===== config.mk =====
export PLATFORM = sky130hd
export DESIGN_NAME = quad_velocity_estimator
export DESIGN_NICKNAME = d
export VERILOG_FILES = /design/src/rtl/quad_velocity_estimator.sv
export SDC_FILE = /design/constraint.sdc
export NUM_CORES = 1
export LEC_CHECK = 0
export ABC_AREA = 1
export CAP_MARGIN = 5
export CORE_UTILIZATION = 45
export CTS_CLUSTER_SIZE = 30
export DETAILED_ROUTE_END_ITERATION = 10
export SLEW_MARGIN = 0
export SYNTH_ARGS = -nofsm -noshare
export SYNTH_HDL_FRONTEND = slang
export SYNTH_SLANG_ARGS = --single-unit

===== constraint.sdc =====
create_clock -name clk -period 3.7 [get_ports clk]
set_clock_uncertainty 0.1 [all_clocks]
set_input_delay 0.74 -clock clk [delete_from_list [all_inputs] [get_ports clk]]
set_output_delay 0.74 -clock clk [all_outputs]
set_load 0.02 [all_outputs]

===== src/rtl/quad_velocity_estimator.sv =====
// -----------------------------------------------------------------------------
// quad_velocity_estimator
//
// Purpose: periodically samples a signed quadrature encoder count and reports
// the change in count per sample window (velocity). The window length, enable
// and a clear command are programmable through a small register interface.
//
// Optional build macro QUAD_VEL_IIR_EN: when defined, every new delta is fed
// through a first-order IIR smoother (filt += (delta - filt) >>> 2). Address 0
// then returns the filtered value instead of the raw delta.
//
// Ports:
//   clk          - single clock, rising edge
//   reset        - synchronous, active-high
//   position     - 32-bit signed encoder count (same clock domain)
//   address      - register select (0 velocity, 1 window, 2 sample_count,
//                  3 control {bit1 clear, bit0 enable})
//   read         - read strobe; readdata updates on the following edge
//   readdata     - registered read data, holds when read is low
//   write        - write strobe
//   writedata    - write data
//   sample_valid - one-cycle pulse aligned with each velocity update
// -----------------------------------------------------------------------------
module quad_velocity_estimator #(
  parameter int CLOCK_FREQ_HZ  = 50_000_000,
  parameter int DEFAULT_WINDOW = CLOCK_FREQ_HZ / 100
) (
  input  logic        clk,
  input  logic        reset,
  input  logic [31:0] position,
  input  logic [1:0]  address,
  input  logic        read,
  output logic [31:0] readdata,
  input  logic        write,
  input  logic [31:0] writedata,
  output logic        sample_valid
);

  // A window of zero cycles is meaningless; clamp to one.
  localparam logic [31:0] RESET_WINDOW =
    (DEFAULT_WINDOW < 1) ? 32'd1 : 32'(DEFAULT_WINDOW);

  logic [31:0] window_q,   window_d;
  logic        enable_q,   enable_d;
  logic [31:0] counter_q,  counter_d;
  logic [31:0] prev_q,     prev_d;
  // Value returned at address 0: raw delta, or filter state when the IIR is on.
  logic [31:0] vel_q,      vel_d;
  logic [31:0] count_q,    count_d;
  logic [31:0] readdata_q, readdata_d;
  logic        sample_valid_q;

  logic        wr_window;
  logic        wr_ctrl;
  logic        clear;
  logic        enable_rise;
  logic        restart;
  logic        terminal;
  logic        do_sample;
  logic [31:0] delta;
  logic [31:0] rd_mux;

  assign wr_window   = write && (address == 2'd1);
  assign wr_ctrl     = write && (address == 2'd3);
  assign clear       = wr_ctrl && writedata[1];
  assign enable_d    = wr_ctrl ? writedata[0] : enable_q;
  assign enable_rise = enable_d && !enable_q;

  // Any of these discards the partial window and re-bases prev_position.
  // They take priority over a coincident terminal count.
  assign restart   = wr_window || clear || enable_rise;
  assign terminal  = (counter_q == (window_q - 32'd1));
  // Disabling in the terminal cycle also suppresses the sample.
  assign do_sample = enable_q && enable_d && !restart && terminal;

  // Modulo-2^32 subtraction is inherently correct across counter wrap.
  assign delta = position - prev_q;

  assign window_d = wr_window ? ((writedata == 32'd0) ? 32'd1 : writedata)
                              : window_q;

  always_comb begin
    counter_d = counter_q + 32'd1;
    if (restart || !enable_d || terminal) begin
      counter_d = '0;
    end
  end

  assign prev_d  = (restart || do_sample) ? position : prev_q;
  assign count_d = clear ? '0 : (do_sample ? count_q + 32'd1 : count_q);

`ifdef QUAD_VEL_IIR_EN
  // Difference at 33 bits so it cannot overflow; arithmetic shift, then the
  // step is truncated back to 32 bits before the modulo add.
  logic [32:0] filt_diff;
  logic [31:0] filt_step;

  assign filt_diff = {delta[31], delta} - {vel_q[31], vel_q};
  assign filt_step = 32'($signed(filt_diff) >>> 2);
  assign vel_d     = clear ? '0 : (do_sample ? vel_q + filt_step : vel_q);
`else
  assign vel_d     = clear ? '0 : (do_sample ? delta : vel_q);
`endif

  // Read mux sees pre-write register values, so a same-cycle read/write of
  // one address returns the old contents.
  always_comb begin
    rd_mux = '0;
    case (address)
      2'd0:    rd_mux = vel_q;
      2'd1:    rd_mux = window_q;
      2'd2:    rd_mux = count_q;
      default: rd_mux = {30'b0, 1'b0, enable_q};
    endcase
  end

  assign readdata_d = read ? rd_mux : readdata_q;

  always_ff @(posedge clk) begin
    if (reset) begin
      window_q       <= RESET_WINDOW;
      enable_q       <= 1'b1;
      counter_q      <= '0;
      prev_q         <= position;
      vel_q          <= '0;
      count_q        <= '0;
      readdata_q     <= '0;
      sample_valid_q <= 1'b0;
    end else begin
      window_q       <= window_d;
      enable_q       <= enable_d;
      counter_q      <= counter_d;
      prev_q         <= prev_d;
      vel_q          <= vel_d;
      count_q        <= count_d;
      readdata_q     <= readdata_d;
      sample_valid_q <= do_sample;
    end
  end

  assign readdata     = readdata_q;
  assign sample_valid = sample_valid_q;

endmodule


## Yosys cells after proc, flatten, opt, wreduce, memory -nomap -nowiden

Index checks and enable logic that the tools add are counted.
W data, S select, Z words.

- Flip-flop bits (word level): 194
- Bits in latches: 0
- Bits in writable memories: 0
- ROM bits: 0
- Output and inout bits: 33
- Memories: 0

- Add/sub/neg operators: 4
- Multiply operators: 0
- Div/mod/pow operators: 0
- Magnitude comparators: 0
- Eq/ne operators: 4
- Shift operators: 0
- Multiplexer cells: 5
- Bitwise logic cells: 0
- Reduce and logical (&&, ||, !) cells: 20

Operator list:

| cell | number |
|---|---|
| $mux W32 | 3 |
| $pmux W32 S3 | 1 |
| $add A32 B1 Y32 const B | 2 |
| $eq A32 B32 Y1 | 1 |
| $logic_not A32 Y1 | 1 |
| $sub A32 B1 Y32 const B | 1 |
| $sub A32 B32 Y32 | 1 |
| $logic_and A1 B1 Y1 | 7 |
| $logic_or A1 B1 Y1 | 5 |
| $eq A2 B2 Y1 const B | 2 |
| $reduce_or A2 Y1 | 2 |
| $logic_not A1 Y1 | 3 |
| $eq A2 B1 Y1 const B | 1 |
| $logic_not A2 Y1 | 1 |
| $reduce_bool A2 Y1 | 1 |
| $mux W1 | 1 |

## Depth between registers and ports, before layout

- Depth after elaboration: 11
- Gate-level depth with buffers: 20
- Gate-level depth less buffers: 19

## Worst setup path before layout

No wires, ideal clock.

- Path type: register to register
- Start point: register window_q[0]
- End point: register prev_q[0] (enable)
- Arrival: 2.689 ns
- Data required time: 3.039 ns
- Slack: 0.350 ns
- Stages on the path, launching flop included: 13
- Period minus slack after synthesis: 3.350 ns
- Cells stage by stage: dfxtp_1 > inv_2 > ha_1 > nand2_4 > nor2_2 > nand2_1 > nor2_1 > xnor3_1 > nand2_1 > nor2_4 > nand3_4 > buf_2 > nand3_1

- Longest elaborated chain between the ends: 5

Ends and longest elaborated chain:

| what | line | RTL |
|---|---|---|
| start, declared | 43 | `logic [31:0] window_q, window_d;` |
| start signal, assigned | 130 | `window_q <= window_d;` |
| $sub A32 B1 Y32 | 72 | `assign terminal = (counter_q == (window_q - 32'd1));` |
| $eq A32 B32 Y1 | 72 |  |
| $logic_and A1 B1 Y1 | 74 | `assign do_sample = enable_q && enable_d && !restart && terminal;` |
| $logic_or A1 B1 Y1 | 89 | `assign prev_d = (restart \|\| do_sample) ? position : prev_q;` |
| $reduce_bool A2 Y1 (no source line) | -- |  |
| end signal, assigned | 124 | `prev_q <= position;` |
| end signal, assigned | 133 | `prev_q <= prev_d;` |
| end, declared | 46 | `logic [31:0] prev_q, prev_d;` |

Every way passes these cells.
A chain may end at the register's enable or synchronous reset.

## Worst setup path after layout

- Start point: register window_q[0]
- End point: register prev_q[20] (enable)

The elaborated chain is that of the path after synthesis.

==> run summary <==
After layout, the minimum clock period comes to 3.36 ns. Counting cells, the worst reg-to-reg path comes to 15. The synthesis-to-layout area growth works out to 16.2%. Summed over all failing endpoints, the final setup total negative slack is 0 ns. The tools report the highest clock rate as 297 MHz. The tools report the leakage dissipation as 6.14 nW. Setup violations remaining at the end of the flow were counted as 0.

On the final layout, the worst hold slack is 0.348 ns. The required time at the worst-slack endpoint came out at 3.75 ns. The startpoint type of the worst setup path was a flip-flop. The run finished with clean final reports. For the register area share after synthesis, the log shows 0.339.

Once detailed placement completed, the half-perimeter wirelength came to 29.4 mm. The tools report the final-layout fill cell count as 2761. The residual DRC count was 0. The number of nets still failing antenna checks after routing came out at 0. The number of pins exceeding their max-slew limit in the final report came out at 0. The depth of the CTS H-tree was 4. The number of antenna diodes in the final layout is 0.

The core area came out at 0.0270 mm^2. The prevailing post-synth register cell is dfxtp_1. With fillers left out, the area of the finished cells amounts to 0.0144 mm^2.

Leaving out fill and tap cells, the most frequent cells in the layout are nand2_1 (433), inv_1 (290), nor2_1 (229). Yosys mapped a number of flops with a built-in enable equal to 32. The setup check on the worst reg-to-reg path leaves a slack of 0.34 ns.

The logs give 2 for the maximum count of clock buffers along a single path and 0.387 for the worst max-slew margin expressed relative to the limit. Prior to clock tree synthesis, the placed netlist has a worst setup slack of 0.172 ns. The most frequent standard cell in the layout excluding fill and tap cells is nand2_1. Routed wire length per instance: 15.9 um. The height of the die was 168 um. For the routed via count, the log shows 12100. The overall fraction of global-route tracks in use came out at 0.271. The worst vdd rail ir drop is 0.000285 V. The number of antenna violations at the first check in global routing was 0. After detailed routing, the total wire length is 37.1 mm. The floorplan has 60 rows.

In this run the critical register-to-register path is captured at prev_q[20]. Synthesis produced a netlist whose cell count is 1891. The share of cells above drive strength 1 is 0.0533. For the max-capacitance violation count, the log shows 0.

In this run the worst hold path is classified as flip-flop to flip-flop. Hold repair after CTS inserted 0 buffers. After clock tree synthesis, the clock-pin slew on the worst setup and hold paths is 0.09 ns. Summing all placed instances gives a cell area of 0.0138 mm^2.

Overall power after layout: 5.14 mW. The largest net degree at the start of global routing is 54. Dividing the detail-routed via count by the number of cells gives 5.18. In this run the critical register-to-register path is launched from window_q[0]. After clock tree synthesis, the setup repair step added 0 buffers.

The synthesized flop and latch total is 194, and the post-cts sizing count is 0. Of all nets on the critical path, the largest fanout is 32. The post-route fraction of the period consumed by the critical path works out to 0.909. TritonCTS built the clock tree. Counting the buffers created by CTS gives 17. Final-stage net count: 2082. The tree is rooted in a clkbuf_16. The tools report the distinct cell type count of the synthesized netlist as 48. Power spread over the standard cell area amounts to 357 mW/mm^2. The critical path start-end classification was flip-flop to flip-flop. The final hold violation count was 0. The kind of end point of the critical path is a flip-flop. The number of search-and-repair iterations in the first detailed-routing pass was 7. The worst min-delay path endpoint is vel_q[13]. The logs give 0.0282 mm^2 for the full die area and 60.1 mm for the global-route wire length before repair. The setup slack after layout is 0.337 ns. The clock net in this run drives a total of 194 sinks.

The share of synthesized flip-flops with an asynchronous set or reset was 0. The number of global-route vias before repair is 11600. Data on the critical path arrives at its endpoint at 3.41 ns.

The startpoint identified for the worst hold timing path is vel_q[13]. The logs give 0.0124 mm^2 for the mapped cell area and 0.460 for the starting utilization of the core area. The quantity of I/O buffers inserted on ports works out to 102. For the pin with the worst max-slew slack, the measured transition is 0.916 ns.

After synthesis, the mean cell area works out to 6.55 um^2. The net count after synthesis was 1996; the worst hold path stage count was 2. After global routing the overflow that remains totals 0.

Clock latency on the worst-skew pair, taken at its later pin, is 0.46 ns. The run gives 794 as the DRC violation total after the first TritonRoute iteration. The run gives 0.949 as the placer congestion estimate. During synthesis, Yosys emitted a total of 0 warnings. Setup repair after global routing left no endpoint under its margin. The die span in x works out to 168 um.

The number of top-level design ports was 103.
## synthesized netlist by cell type (4+ instances only)
cell,count,share of area
nand2_2,6,0.0030
a21oi_2,4,0.0028
nand3b_1,6,0.0036
o22ai_1,12,0.0061
o21ai_0,126,0.051
o211ai_1,5,0.0030
dfxtp_1,162,0.26
buf_2,16,0.0065
nand3_1,84,0.034
nor4_1,12,0.0061
nand2_1,433,0.13
o221ai_1,8,0.0057
xnor2_1,21,0.015
o21ai_1,15,0.0061
xor2_1,36,0.025
nor3b_1,10,0.0061
nand4_1,63,0.032
o21bai_1,5,0.0030
nor3_1,40,0.016
nor2_1,232,0.070
nor2_2,10,0.0050
or2_2,4,0.0020
clkbuf_1,36,0.011
buf_6,4,0.0036
edfxtp_1,32,0.078
nor2_4,6,0.0055
inv_1,290,0.088
ha_1,34,0.034
inv_2,6,0.0018
a21oi_1,140,0.057
a21o_1,7,0.0042
## per-stage QoR
stage	utilization	std cells
after global placement	0.511	2299
after CTS	0.534	2331
final	0.534	2331
after floorplan	-	1891
after detailed placement	0.511	2299
after global routing	0.534	2331
## worst max path at each step
| stage | start | end | slack, ns |
|---|---|---|---|
| 3_5_place_dp | position[0] | vel_q[26] | 0.17 |
| 5_1_grt | window_q[0] | vel_q[9] | 0.12 |
| 3_3_place_gp | position[0] | vel_q[26] | 0.20 |
| 6_report | window_q[0] | prev_q[20] | 0.34 |
| 4_1_cts | window_q[0] | prev_q[15] | 0.38 |
| 2_1_floorplan | window_q[0] | prev_q[0] | 0.35 |
## state kept, by name, summed over array words and instances, names as in the netlist
signal and count:
count_q 32, sample_valid 1, enable_q 1, vel_q 32, prev_q 32, readdata 32
window_q 32, counter_q 32
## kinds of logic (layout without fill, tap and decap cells)
| logic type | count (synthesis) | after routing | synth area share |
|---|---|---|---|
| DFF | 194 | 194 | 0.339 |
| buffers and inverters | 358 | 457 | 0.113 |
| xor gates and xnor gates | 59 | 59 | 0.0439 |
| and+or+nand+nor | 914 | 914 | 0.324 |
| AOI/OAI and AO/OA | 331 | 331 | 0.144 |
| adders and majority gates | 35 | 35 | 0.0359 |
## cell type report
| cell class | count | area [um^2] | share of cell area |
|---|---|---|---|
| tap | 341 | 427 | 0.0296 |
| sequential | 194 | 4200 | 0.292 |
| clock inverter | 15 | 190 | 0.0132 |
| clock buffer | 17 | 425 | 0.0295 |
| multi-input combinational | 1339 | 6790 | 0.472 |
| inverter | 298 | 1120 | 0.0777 |
| timing repair buffer | 127 | 1240 | 0.0862 |
## worst max-delay path: stages (launching register included)
cell	delay, ns
dfxtp_1	0.35
inv_2	0.18
ha_1	0.32
nand2_4	0.11
nor2_4	0.28
nand2_1	0.24
o21ai_1	0.23
nand2_1	0.10
nand2_1	0.09
nand2_1	0.06
clkinv_1	0.07
nand2_2	0.06
nor2_4	0.22
nand3_4	0.18
nand3_1	0.19
buf_12	0.22
## metal layers
layer / vias up / part of all wire / track usage
met3: 36 / 0.039 / 0.0334
met4: 0 / 0.019 / 0.0702
met2: 217 / 0.49 / 0.482
li1: 6305 / - / -
met1: 5517 / 0.45 / 0.346
met5: - / 0 / 0
## power by group
part | leakage, nW | internal, mW | switching, mW
Combinational | 4.21 | 0.342 | 0.584
Sequential | 1.63 | 2.20 | 0.0479
Clock | 0.302 | 0.980 | 0.984
Total | 6.14 | 3.52 | 1.62
Power figures use the tool's default switching activity.
